**config.mk**
```make
export PLATFORM = sky130hd
export DESIGN_NAME = mem_wb_skid_latch_flat
export DESIGN_NICKNAME = d
export VERILOG_FILES = /design/src/rtl/mem_wb_skid_latch_if.sv /design/src/rtl/mem_wb_skid_latch.sv /design/src/flat_wrapper.sv
export SDC_FILE = /design/constraint.sdc
export NUM_CORES = 1
export LEC_CHECK = 0
export CAP_MARGIN = 0
export CORE_MARGIN = 2
export CORE_UTILIZATION = 49
export DETAILED_ROUTE_END_ITERATION = 7
export PLACE_DENSITY_LB_ADDON = 0.12
export SYNTH_ARGS = -nofsm -noshare
export SYNTH_HDL_FRONTEND = slang
export SYNTH_SLANG_ARGS = --single-unit
```
**constraint.sdc**
```tcl
create_clock -name clk -period 2 [get_ports clk]
set_input_delay 0.4 -clock clk [delete_from_list [all_inputs] [get_ports clk]]
set_output_delay 0.4 -clock clk [all_outputs]
set_load 0.02 [all_outputs]
```
**src/rtl/mem_wb_skid_latch_if.sv**
```systemverilog
// Bus between the memory stage, the MEM/WB skid latch and the write-back stage.
// The slave modport is the latch's view; the master modport is the surrounding pipeline's view.
interface mem_wb_skid_latch_if #(
  parameter int unsigned DATA_W = 32,
  parameter int unsigned REG_W  = 5,
  parameter int unsigned CTRL_W = 2,
  parameter int unsigned CNT_W  = 16
);
  logic              in_valid;
  logic              in_ready;
  logic [CTRL_W-1:0] control_wb_in;
  logic [DATA_W-1:0] Read_data_in;
  logic [DATA_W-1:0] ALU_result_in;
  logic [REG_W-1:0]  Write_reg_in;
  logic              flush;
  logic              out_valid;
  logic              out_ready;
  logic [CTRL_W-1:0] mem_control_wb;
  logic [DATA_W-1:0] Read_data;
  logic [DATA_W-1:0] mem_ALU_result;
  logic [REG_W-1:0]  mem_Write_reg;
  logic [CNT_W-1:0]  wb_count;

  modport slave (
    input  in_valid, control_wb_in, Read_data_in, ALU_result_in, Write_reg_in,
    input  flush, out_ready,
    output in_ready, out_valid, mem_control_wb, Read_data, mem_ALU_result,
    output mem_Write_reg, wb_count
  );

  modport master (
    output in_valid, control_wb_in, Read_data_in, ALU_result_in, Write_reg_in,
    output flush, out_ready,
    input  in_ready, out_valid, mem_control_wb, Read_data, mem_ALU_result,
    input  mem_Write_reg, wb_count
  );
endinterface

```
**src/rtl/mem_wb_skid_latch.sv**
```systemverilog
// MEM/WB pipeline latch with valid/ready handshake, 2-entry skid buffer,
// flush-to-bubble and a counter of retired register writes.
module mem_wb_skid_latch #(
  parameter int unsigned DATA_W = 32,
  parameter int unsigned REG_W  = 5,
  parameter int unsigned CTRL_W = 2,
  parameter int unsigned CNT_W  = 16
) (
  input  logic                 clk,
  input  logic                 rst,
  mem_wb_skid_latch_if.slave   bus
);

  localparam int unsigned REGWRITE_BIT = 1;

  typedef enum logic [1:0] {
    EMPTY = 2'd0,
    ONE   = 2'd1,
    FULL  = 2'd2
  } state_t;

  state_t            state;
  logic              in_ready;
  logic              out_valid;
  logic [CTRL_W-1:0] main_ctrl;
  logic [DATA_W-1:0] main_rdata;
  logic [DATA_W-1:0] main_alu;
  logic [REG_W-1:0]  main_reg;
  logic [CTRL_W-1:0] skid_ctrl;
  logic [DATA_W-1:0] skid_rdata;
  logic [DATA_W-1:0] skid_alu;
  logic [REG_W-1:0]  skid_reg;
  logic [CNT_W-1:0]  wb_count;

  logic in_fire;
  logic out_fire;

  assign in_fire  = bus.in_valid & in_ready;
  assign out_fire = out_valid & bus.out_ready;

  // Handshake flags are registered alongside the state so neither ready
  // nor valid has a combinational path from the bus inputs.
  always_ff @(posedge clk) begin
    if (rst) begin
      state      <= EMPTY;
      in_ready   <= 1'b1;
      out_valid  <= 1'b0;
      main_ctrl  <= '0;
      main_rdata <= '0;
      main_alu   <= '0;
      main_reg   <= '0;
      skid_ctrl  <= '0;
      skid_rdata <= '0;
      skid_alu   <= '0;
      skid_reg   <= '0;
      wb_count   <= '0;
    end else begin
      if (out_fire && main_ctrl[REGWRITE_BIT]) begin
        wb_count <= wb_count + CNT_W'(1);
      end

      if (bus.flush) begin
        // Bubble: control cleared, data fields left as they were.
        state     <= EMPTY;
        in_ready  <= 1'b1;
        out_valid <= 1'b0;
        main_ctrl <= '0;
        skid_ctrl <= '0;
      end else begin
        case (state)
          EMPTY: begin
            if (in_fire) begin
              main_ctrl  <= bus.control_wb_in;
              main_rdata <= bus.Read_data_in;
              main_alu   <= bus.ALU_result_in;
              main_reg   <= bus.Write_reg_in;
              state      <= ONE;
              out_valid  <= 1'b1;
            end
          end
          ONE: begin
            if (in_fire && out_fire) begin
              main_ctrl  <= bus.control_wb_in;
              main_rdata <= bus.Read_data_in;
              main_alu   <= bus.ALU_result_in;
              main_reg   <= bus.Write_reg_in;
            end else if (in_fire) begin
              skid_ctrl  <= bus.control_wb_in;
              skid_rdata <= bus.Read_data_in;
              skid_alu   <= bus.ALU_result_in;
              skid_reg   <= bus.Write_reg_in;
              state      <= FULL;
              in_ready   <= 1'b0;
            end else if (out_fire) begin
              state      <= EMPTY;
              out_valid  <= 1'b0;
            end
          end
          FULL: begin
            if (out_fire) begin
              main_ctrl  <= skid_ctrl;
              main_rdata <= skid_rdata;
              main_alu   <= skid_alu;
              main_reg   <= skid_reg;
              state      <= ONE;
              in_ready   <= 1'b1;
            end
          end
          default: begin
            state     <= EMPTY;
            in_ready  <= 1'b1;
            out_valid <= 1'b0;
          end
        endcase
      end
    end
  end

  assign bus.in_ready       = in_ready;
  assign bus.out_valid      = out_valid;
  assign bus.mem_control_wb = main_ctrl;
  assign bus.Read_data      = main_rdata;
  assign bus.mem_ALU_result = main_alu;
  assign bus.mem_Write_reg  = main_reg;
  assign bus.wb_count       = wb_count;

endmodule

```
**src/flat_wrapper.sv**
```systemverilog
// flat-port wrapper written by rule: the top's interface ports become plain ports
module mem_wb_skid_latch_flat 
#(
  parameter int unsigned DATA_W = 32,
  parameter int unsigned REG_W  = 5,
  parameter int unsigned CTRL_W = 2,
  parameter int unsigned CNT_W  = 16
)
  (clk, rst, bus_in_valid, bus_control_wb_in, bus_Read_data_in, bus_ALU_result_in, bus_Write_reg_in, bus_flush, bus_out_ready, bus_in_ready, bus_out_valid, bus_mem_control_wb, bus_Read_data, bus_mem_ALU_result, bus_mem_Write_reg, bus_wb_count);
  mem_wb_skid_latch_if #(.DATA_W(DATA_W), .REG_W(REG_W), .CTRL_W(CTRL_W), .CNT_W(CNT_W)) bus_i ();
  input  logic clk;
  input  logic rst;
  input wire logic [$bits(bus_i.in_valid)-1:0] bus_in_valid;
  input wire logic [$bits(bus_i.control_wb_in)-1:0] bus_control_wb_in;
  input wire logic [$bits(bus_i.Read_data_in)-1:0] bus_Read_data_in;
  input wire logic [$bits(bus_i.ALU_result_in)-1:0] bus_ALU_result_in;
  input wire logic [$bits(bus_i.Write_reg_in)-1:0] bus_Write_reg_in;
  input wire logic [$bits(bus_i.flush)-1:0] bus_flush;
  input wire logic [$bits(bus_i.out_ready)-1:0] bus_out_ready;
  output wire logic [$bits(bus_i.in_ready)-1:0] bus_in_ready;
  output wire logic [$bits(bus_i.out_valid)-1:0] bus_out_valid;
  output wire logic [$bits(bus_i.mem_control_wb)-1:0] bus_mem_control_wb;
  output wire logic [$bits(bus_i.Read_data)-1:0] bus_Read_data;
  output wire logic [$bits(bus_i.mem_ALU_result)-1:0] bus_mem_ALU_result;
  output wire logic [$bits(bus_i.mem_Write_reg)-1:0] bus_mem_Write_reg;
  output wire logic [$bits(bus_i.wb_count)-1:0] bus_wb_count;
  assign bus_i.in_valid = bus_in_valid;
  assign bus_i.control_wb_in = bus_control_wb_in;
  assign bus_i.Read_data_in = bus_Read_data_in;
  assign bus_i.ALU_result_in = bus_ALU_result_in;
  assign bus_i.Write_reg_in = bus_Write_reg_in;
  assign bus_i.flush = bus_flush;
  assign bus_i.out_ready = bus_out_ready;
  assign bus_in_ready = bus_i.in_ready;
  assign bus_out_valid = bus_i.out_valid;
  assign bus_mem_control_wb = bus_i.mem_control_wb;
  assign bus_Read_data = bus_i.Read_data;
  assign bus_mem_ALU_result = bus_i.mem_ALU_result;
  assign bus_mem_Write_reg = bus_i.mem_Write_reg;
  assign bus_wb_count = bus_i.wb_count;
  mem_wb_skid_latch #(.DATA_W(DATA_W), .REG_W(REG_W), .CTRL_W(CTRL_W), .CNT_W(CNT_W)) u_core (.clk(clk), .rst(rst), .bus(bus_i));
endmodule
```
# --- Word level (Yosys, flattened, before mapping) ---
# Index checks and enable logic that the tools add are counted.
op_classes:
  bitwise: 6
  n_reduce_logical: 12
  muxes: 31
  n_addsub: 1
  n_eq_ne: 10
op_table:
  columns: ["operator", "count"]
  rows:
  - ["two-way mux 32 bit", 6]
  - ["case mux 32 bit (3 select lines)", 2]
  - ["adder 16 x 1 -> 16 bit, second input constant", 1]
  - ["two-way mux 2 bit", 8]
  - ["AND reduction 4 bit", 4]
  - ["two-way mux 5 bit", 3]
  - ["case mux 5 bit (3 select lines)", 1]
  - ["case mux 2 bit (3 select lines)", 2]
  - ["inequality test 2 x 1 -> 1 bit, second input constant", 5]
  - ["AND reduction 5 bit", 2]
  - ["two-way mux 1 bit", 7]
  - ["case mux 1 bit (3 select lines)", 2]
  - ["inequality test 2 bit, second input constant", 2]
  - ["inverter 1 bit", 4]
  - ["inequality test 3 x 1 -> 1 bit, second input constant", 1]
  - ["AND reduction 3 bit", 1]
  - ["nonzero test 3 bit", 1]
  - ["AND 1 bit", 2]
  - ["equality test 2 x 1 -> 1 bit, second input constant", 1]
  - ["equality test 2 bit, second input constant", 1]
  - ["logical AND 1 bit", 2]
  - ["logical NOT 2 bit", 1]
  - ["OR reduction 2 bit", 1]
word_totals:
  input_bits: 76
  regBits: 162
  out_inout_bits: 89
  elab_cells: 72

# --- Logic depth before layout (Yosys ltp) ---
# Gate-level depths: netlist (run 1).
logic_depth:
  depth_word: 5
  mapped_depth: 8
  mapped_depth_nobuf: 5

# --- Least setup slack after synthesis (run 1) ---
# OpenSTA, ideal clock, no wires.
synth_timing:
  path_type: "register to register"
  startpoint: "register u_core.wb_count[0] (netlist: u_core.bus.wb_count[0])"
  endpoint: "register u_core.wb_count[14] (netlist: u_core.bus.wb_count[14])"
  period_less_slack_ns: 1.927
  setup_ns: 0.070
  setup_slack_ns: 0.073
  n_path_buf: 0
  stages_incl_launch_ff: 6
  t_required_ns: 1.930
  t_arrival_ns: 1.856
  path_cell_list: "dfxtp_1 ha_1 nand3_1 or4_4 or3_1 a21oi_1"
synth_between:
  elab_chain_len: 1
synth_lines:
  columns: ["element", "line_no", "text"]
  rows:
  - ["from (decl)", "mem_wb_skid_latch.sv:33", "logic [CNT_W-1:0] wb_count;"]
  - ["from (signal assigned)", "mem_wb_skid_latch.sv:59", "wb_count <= wb_count + CNT_W'(1);"]
  - ["adder 16 x 1 -> 16 bit", "mem_wb_skid_latch.sv:59", null]
# No other way between the ends.
# A chain may end at the register's enable or synchronous reset.

# --- Worst setup path after layout (run 1) ---
layout_timing:
  startpoint: "register u_core.wb_count[11] (netlist: u_core.bus.wb_count[11])"
  endpoint: "output bus_wb_count[11]"
layout_lines:
  columns: ["element", "line_no", "text"]
  rows:
  - ["to (decl)", "flat_wrapper.sv:26", "output wire logic [$bits(bus_i.wb_count)-1:0] bus_wb_count;"]
# No word-level cell between the ends.

==> impl_metrics.csv, run 1 <==
group,metric,value,unit
route,drt-vias-per-instance,5.57,
clock_tree,cts_sinks,162,
synth,netlist-cell-type-count,37,
layout,area_growth,39.6,%
route,vias,6073,
clock_tree,cts_tree,"done",
clock_tree,cts_setup_buffers,0,
grt,gr-usage-all-layers,24.1,%
sta,relSlewSlack,64.0,%
sta,setup_viol,0,
sta,layout_min_cycle_time,1.89,ns
grt,grt.met3_usage,6.27,%
layout,drive_gt1_share,9.07,%
grt,busiest_layer,"met2",
grt,grt_first_pass_wirelength,28.4,mm
synth,syn_area_per_cell,8.88,µm²
die,dieArea,0.0146,mm²
synth,synth_top_area_share,48.6,%
flow_run,max_cap_viol_count,0,
synth,synth_ff_type,"dfxtp_1",
clock_tree,clock_path_buffers,2,
setup_path,cp-start-kind,"flop",
route,totalWireLength,17.3,mm
synth,yosys_warnings,0,
sta,rsz0062_at_grt,"no",
synth,synth_area,0.00667,mm²
sta,finalCritPeriodShare,94.7,%
die,fp.coreArea,0.0132,mm²
route,drc,0,
die,die_x,121,µm
synth,synth_area_leader_cell,"dfxtp_1",
power_and_ir_drop,powerDensity,836,mW/mm²
grt,grtUsageMet2,39.9,%
grt,grt-ovfl-total,0,
synth,yosysMostFrequentCell,"dfxtp_1",
clock_tree,htreeDepth,4,
synth,synthArstFlopShare,0,%
power_and_ir_drop,ir_worst_vdd,0.599,mV
clock_tree,cts_root_buf,"clkbuf_16",
layout,fill_cells,1050,
place,gp_congestion,0.806,
synth,ys_seq_elements,162,
synth,synth_edf_count,0,
layout,nets,979,
sta,fin_ws,0.106,ns
place,pre_cts_slack,-0.299,ns
setup_path,crit_start,"u_core.bus.wb_count[11]$_SDFFE_PP0P_",
worst_hold_path,hp-start,"rst",
route,avgRoutedWirePerCell,15.9,µm
grt,first_global_vias,5783,
die,io_pins,165,
power_and_ir_drop,p_leak,3.66,nW
sta,hold_violations,0,
synth,synthTopCellsByCount,"dfxtp_1 (162), nand2_1 (152), a21oi_1 (149)",
setup_path,max_stage_delay,0.65,ns
worst_hold_path,hold_path_class,"in2reg",
sta,tns,0,ns
setup_path,crit_type,"reg2out",
clock_tree,clock_latency,0.41,ns
die,die_h,121,µm
setup_path,cp.arrival,1.49,ns
clock_tree,clkTransAtPathRegs,0.06,ns
setup_path,r2r-start,"u_core.bus.out_valid$_SDFFE_PP0P_",
sta,finalMaxSlewViolations,0,
sta,worstMarginPinSlew,0.540,ns
synth,yosysSeqAreaShare,48.6,%
grt,use_met1,30.9,%
status,outcome,"finished, final reports clean",
place,portBuffers,164,
grt,grt_max_degree,104,
setup_path,slowest_stage,"clkdlybuf4s50_1",
setup_path,cp.required,1.60,ns
synth,synth_cells,751,
route,drt_pass1_iterations,5,
setup_path,crit_path_cell_trace,"clkdlybuf4s50_1",
setup_path,end_kind,"output pin",
layout,final_core_util,70.3,%
sta,finClkSkew,0.00380,ns
route,ant_nets,0,
place,hpwl,11.4,mm
setup_path,crit_buf_inv,1,
sta,max_freq,528,MHz
die,fp-row-count,42,
grt,antenna_found_initial,0,
die,start_util,50.4,%
route,drt-initial-drc-count,436,
setup_path,worstPathMaxFanout,7,
layout,antennaDiodeCount,0,
clock_tree,cts-buffers-inserted,17,
synth,synth.area.top_cells,"dfxtp_1 (49%), a21oi_1 (11%), mux2i_1 (11%), a311oi_1 (9.1%), nand2_1 (8.6%)",
setup_path,critPathTopFamily,"buffers and inverters",
synth,synth_nets,828,
-- where the power goes --
part           internal [mW]  leakage, nW  total, mW  switching, mW
Sequential              3.36         1.32       3.44         0.0799
Combinational          0.546         2.05       1.10          0.553
Clock                   2.01        0.292       3.24           1.23
-- cell type report --
class / instances / area, µm² / area share, %
Clock inverter: 11 / 135 / 1.45
Timing Repair Buffer: 205 / 2100 / 22.6
Inverter: 1 / 6.26 / 0.0672
Tap cell: 176 / 220 / 2.37
Sequential cell: 162 / 3240 / 34.8
Multi-Input combinational cell: 515 / 3140 / 33.8
Clock buffer: 21 / 460 / 4.95
-- placed cells by master (no fill, tap or decap), types with 3 or more instances in the layout --
cell	synthesis	layout
clkdlybuf4s50_1	0	162
a21oi_1	149	149
xor2_1	6	6
mux2i_1	72	72
nand4_1	7	7
xnor2_1	4	4
nand3_1	7	6
dfxtp_1	162	162
nor2_1	14	14
buf_4	0	30
o21ai_0	5	5
clkbuf_16	0	17
nor3_1	3	3
clkinv_2	0	6
bufinv_16	0	3
nand2_1	152	152
a311oi_1	69	69
buf_12	0	12
-- timing repair --
action / 4_1_cts / 5_1_grt
setup endpoints to repair: 0 / 1
resized for setup: 0 / 1
hold buffers: 0 / 0
-- kinds of logic after synthesis --
family / share of synthesized area, %
XOR/XNOR: 1.31
adder cells (fa/ha/maj): 0.188
multiplexers: 10.8
flip-flops: 48.6
AND/OR/NAND/NOR: 12.7
AO/OA/AOI/OAI: 21.9
buffers and inverters: 4.45
-- routing by layer --
layer | wire (µm) | vias up
met5 | 0 | -
met4 | 230 | 0
met3 | 1010 | 20
met2 | 8450 | 180
met1 | 7660 | 2855
li1 | - | 3018
-- final timing paths --
check                                                    to  slack [ns]  cells after the start
setup / recovery                           bus_wb_count[11]        0.11                      1
hold / removal          u_core.bus.wb_count[2]$_SDFFE_PP0P_        0.21                      2
setup reg to reg  u_core.bus.mem_ALU_result[7]$_SDFFE_PP0P_        0.14                      5
hold reg to reg          u_core.skid_rdata[30]$_SDFFE_PP0P_        0.45                      2
-- metrics by stage --
step	hold WS [ns]	instances	instance area, µm²	power, mW
final	0.211	1091	9310	7.78
after global routing	0.201	1091	9310	8.10
after CTS	0.190	1091	9310	7.85
after detailed placement	0.446	1059	8710	4.60
after global placement	0.440	1059	8710	4.57
after floorplan	0.436	751	6670	4.03
(Power assumes the default switching activity.)
==> run 2, diff against run 1 <==
- CAP_MARGIN: 0 -> not set
- SKIP_CTS_REPAIR_TIMING: not set -> 1
==> results of run 2 <==
The final DEF is identical to that of run 1; final timing and power are the same.
